==> config.mk <==
export PLATFORM = sky130hd
export DESIGN_NAME = hazard_stall_unit
export DESIGN_NICKNAME = d
export VERILOG_FILES = /design/src/rtl/hazard_stall_unit.sv
export SDC_FILE = /design/constraint.sdc
export NUM_CORES = 1
export LEC_CHECK = 0
export CORE_ASPECT_RATIO = 0.8
export CORE_MARGIN = 2
export CORE_UTILIZATION = 30
export CTS_CLUSTER_SIZE = 10
export DETAILED_ROUTE_END_ITERATION = 16
export GPL_TIMING_DRIVEN = 0
export SYNTH_ARGS = -nofsm -noshare
export SYNTH_HDL_FRONTEND = slang
export SYNTH_SLANG_ARGS = --single-unit
==> constraint.sdc <==
create_clock -name clk -period 2.7 [get_ports clk]
set_input_delay 0.54 -clock clk [delete_from_list [all_inputs] [get_ports clk]]
set_output_delay 0.54 -clock clk [all_outputs]
set_load 0.02 [all_outputs]
==> src/rtl/hazard_stall_unit.sv <==
// rtl/hazard_stall_unit.sv - load-use stall FSM with branch-flush priority and saturating perf counters
module hazard_stall_unit #(
   parameter int REG_ADDR_W   = 5,
   parameter int LOAD_LATENCY = 1,
   parameter int CNT_W        = 16
) (
   input  logic                  clk,
   input  logic                  rst_n,
   input  logic                  IDEX_MemRead,
   input  logic [REG_ADDR_W-1:0] IDEX_rd,
   input  logic [REG_ADDR_W-1:0] IFID_rs1,
   input  logic [REG_ADDR_W-1:0] IFID_rs2,
   input  logic                  IFID_uses_rs1,
   input  logic                  IFID_uses_rs2,
   input  logic                  branch_taken,
   output logic                  PC_write,
   output logic                  IFID_Write,
   output logic                  IDEX_control_mux,
   output logic                  IFID_flush,
   output logic                  stall_active,
   output logic [CNT_W-1:0]      stall_cycles,
   output logic [CNT_W-1:0]      flush_count
);

   typedef enum logic {IDLE = 1'b0, STALL = 1'b1} state_t;

   // Remaining-cycle counter reloads with LOAD_LATENCY-1 because the
   // detection cycle itself is the first stall cycle.
   localparam logic [3:0] RELOAD = 4'(LOAD_LATENCY - 1);
   localparam logic [CNT_W-1:0] CNT_MAX = {CNT_W{1'b1}};

   state_t     state, state_next;
   logic [3:0] cnt, cnt_next;
   logic       hazard;

   // Load-use match; x0 never carries a real dependency.
   always_comb begin
      hazard = IDEX_MemRead && (IDEX_rd != '0) &&
               ((IFID_uses_rs1 && (IDEX_rd == IFID_rs1)) ||
                (IFID_uses_rs2 && (IDEX_rd == IFID_rs2)));
   end

   // Next-state and pipeline-control outputs; a taken branch outranks any stall.
   always_comb begin
      state_next       = state;
      cnt_next         = cnt;
      PC_write         = 1'b1;
      IFID_Write       = 1'b1;
      IDEX_control_mux = 1'b1;
      IFID_flush       = 1'b0;
      case (state)
         IDLE: begin
            if (branch_taken) begin
               IFID_flush       = 1'b1;
               IDEX_control_mux = 1'b0;
            end else if (hazard) begin
               PC_write         = 1'b0;
               IFID_Write       = 1'b0;
               IDEX_control_mux = 1'b0;
               if (LOAD_LATENCY > 1) begin
                  state_next = STALL;
                  cnt_next   = RELOAD;
               end
            end
         end
         STALL: begin
            if (branch_taken) begin
               IFID_flush       = 1'b1;
               IDEX_control_mux = 1'b0;
               state_next       = IDLE;
               cnt_next         = 4'd0;
            end else begin
               PC_write         = 1'b0;
               IFID_Write       = 1'b0;
               IDEX_control_mux = 1'b0;
               cnt_next         = cnt - 4'd1;
               if (cnt == 4'd1) begin
                  state_next = IDLE;
               end
            end
         end
         default: begin
            state_next = IDLE;
            cnt_next   = 4'd0;
         end
      endcase
   end

   // FSM state and remaining-stall counter.
   always_ff @(posedge clk or negedge rst_n) begin
      if (!rst_n) begin
         state <= IDLE;
         cnt   <= 4'd0;
      end else begin
         state <= state_next;
         cnt   <= cnt_next;
      end
   end

   // Saturating performance counters; they stick at all-ones rather than wrap.
   always_ff @(posedge clk or negedge rst_n) begin
      if (!rst_n) begin
         stall_cycles <= '0;
         flush_count  <= '0;
      end else begin
         if (!PC_write && (stall_cycles != CNT_MAX)) begin
            stall_cycles <= stall_cycles + CNT_W'(1);
         end
         if (IFID_flush && (flush_count != CNT_MAX)) begin
            flush_count <= flush_count + CNT_W'(1);
         end
      end
   end

   assign stall_active = (state == STALL);

endmodule
==> results.toml <==
[logic_synthesis]
yosys-mux-area-fraction_pct = 2.114
synth_commonest_cells = "dfrtp_1, xnor2_1, nand2_1"
synth_cell_types = 36
synth_compound_area_share_pct = 4.291
synth.avg_cell_area_um2 = 10.88
synthAdderAreaFrac_pct = 2.488
yosysMostFrequentCell = "dfrtp_1"
synth-xor-area-share_pct = 17.35
syn_area_um2 = 2012
synthSimpleGateAreaFrac_pct = 24.19
synth_top_family_by_area = "simple AND/OR/NAND/NOR gates"
ys.flop_type = "dfrtp_1"
ys_seq_elements = 37
yosys.area.top_type = "dfrtp_1"
ys_warn_count = 0
seq_area_frac_synth_pct = 46.02
ys_top_cells_by_area = "dfrtp_1, xnor2_1, xor2_1"
synth_cells = 185
synth_top_cell_area_share_pct = 46.02
synth_fp_nets = 210
synth_edf_count = 0
synthArstFlopShare_pct = 100.0

[grt]
met3_usage_pct = 4.322
grt_max_degree = 38
track_usage_pct = 12.24
grt-ovfl-total = 0
grt_pass1_vias = 1480
grt_antenna_before_repair = 0
grt_busiest_layer = "met2"
grt_use_met1_pct = 16.48
grt_pass1_wl_um = 7010
grt_use_met2_pct = 17.90

[die]
die_y_um = 77.25
core_area_um2 = 6441
die-area_um2 = 7382
rows = 26
start_util_pct = 31.24
io_pins = 58
die_w_um = 95.56

[job]
maxCapViolations = 0

[layout]
fillers = 612
seq_area_um2 = 925.9
utilization_pct = 43.30
drive_above_1_share_pct = 14.68
antenna_cells = 0
area_growth_pct = 38.62
multi_input_area_um2 = 1015
layout.nets = 276
stdcell_area_um2 = 2789

[drt]
wirelength_um = 4203
detail-route-antenna-nets = 0
wire_per_inst_um = 12.51
via_count = 1531
vias_per_cell = 4.557
drt-pass1-iter-count = 4
drtIter0Drc = 79
drc_errors = 0

[clock_tree]
clockBufferDepth = 2
cts_buffers = 5
cts.clk_slew.worst_paths_ns = 0.08
cts_max_level = 2
cts_root_buf = "clkbuf_8"
ctsHoldBuffers = 0
cts_tree = "done"
insertion_delay_ns = 0.29
clock-sinks = 37

[sta]
fmax_mhz = 385.9
finalSetupViolations = 0
fin_tns_setup_ns = 0
finalHoldViolations = 0
clock_skew_ns = 0.005446
rsz0062_at_grt = "no"
period_minus_slack_ns = 2.591
slew_headroom_pct = 43.43
layout_setup_ws_ns = 0.1088
report.final.slew_viol_count = 0
finalCritPeriodShare_pct = 95.97
tightest_slew_ns = 0.8485

[placed_design]
dp_hpwl_um = 3044
place_area_um2 = 2673
pre_cts_ws_ns = -0.7423
gp_congestion = 0.7198
place.port_buffers = 56

[worst_setup_path]
worstPathCellList = "clkdlybuf4s50_1 -> xnor2_1 -> nand2_1 -> o22ai_2 -> a31oi_4 -> or2_2 -> buf_4 -> buf_6"
cp_top_family = "buffers and inverters"
critPathBufInv = 3
worstSetupEndpointType = "output port"
cp-start-kind = "input pin"
required_ns = 2.16
path_class = "input pin to output port"
cp-startpoint = "IFID_rs2[1]"
cp_max_fo = 4
r2r-start = "stall_cycles[0]$_DFFE_PN0P_"
slowest_delay_ns = 0.47
cp.arrival_ns = 2.05
cp_slowest_cell = "clkdlybuf4s50_1"

[power_and_ir_drop]
p_leak_uw = 0.001218
power.density_nw_per_um2 = 567.0
finalPower_uw = 1581
irDropWorstVdd_uv = 237.6

[hold_path]
min_path_type = "input pin to async pin"

[run_status]
status = "finished, final reports clean"
## placed cells by master, fill, tap and decap left out, types with 2 or more instances in the layout
cell type	n
nor4_1	3
dfrtp_1	37
nor4b_2	2
clkdlybuf4s50_1	38
nand4_1	9
clkbuf_8	6
mux2_2	2
clkbuf_1	4
nand2_1	17
nor4_2	6
xor2_1	16
buf_2	2
nand3_1	11
ha_1	4
o22ai_1	2
inv_1	6
mux2i_1	2
and2_1	3
xnor2_1	22
buf_4	7
and3_1	5
nor3_1	5
dlygate4sd2_1	15
nor2_1	6
or2_2	2
o21a_1	3
a31oi_1	2
## metrics by stage
step	cells	hold slack, ns
floorplan	185	0.2444
global placement	325	0.4813
detailed placement	325	0.4802
CTS	336	0.3789
global route	336	0.4337
finish	336	0.3542
## layer usage
layer	up-vias	wire length, um
li1	776	-
met1	706	1990
met2	42	1863
met3	7	274
met4	0	74
met5	-	0
## worst reg2reg max path, cell delays in order, from the launching register on
cell,delay (ns)
dfrtp_1,0.42
ha_1,0.23
nand4_1,0.13
nor2_1,0.12
and3_1,0.20
or3_4,0.41
nor4b_2,0.29
xor2_1,0.17
## kinds of logic (layout without fill, tap and decap cells)
logic type	after synthesis	in the layout
AND/OR/NAND/NOR	77	77
adder cells (fa/ha/maj)	4	4
XOR/XNOR	39	39
multiplexers	4	4
buffers and inverters	14	81
flip-flops	37	37
AO/OA/AOI/OAI	10	10
## state kept, by name, summed over array words and instances, names as in the netlist
register / flops
stall_cycles: 16
cnt: 4
flush_count: 16
stall_active: 1
## path summary, 6_finish.rpt
path                       cells after the start  slack (ns)                           end
setup reg to reg                               7        0.67  stall_cycles[13]$_DFFE_PN0P_
hold reg to reg                                1        0.49   flush_count[15]$_DFFE_PN0P_
min in group clk                               1        0.49   flush_count[15]$_DFFE_PN0P_
setup / recovery                               8        0.11                      PC_write
max in group asynchronous                      1        1.82    flush_count[6]$_DFFE_PN0P_
hold / removal                                 1        0.35            cnt[0]$_DFFE_PN0P_
## where the power goes
| part | internal, uW | total [uW] | switching (uW) |
|---|---|---|---|
| Sequential | 616 | 692 | 76.1 |
| Combinational | 196 | 381 | 186 |
| Clock | 300 | 508 | 207 |
## final cells by class
cell class                 instances  area share [%]
sequential                        37           33.20
multi-input combinational        134           36.38
buffer                             7           1.346
inverter                           6          0.8075
clock buffer                       6           2.961
timing repair buffer              60           20.19
tap                               84           3.769
clock inverter                     2           1.346
## timing repair
item                       CTS  global route
setup buffers                3             1
pin swaps                   12             3
setup endpoints to repair    3             3
gates resized for setup     25             0
No activity file was read; power rests on OpenSTA's default activity.
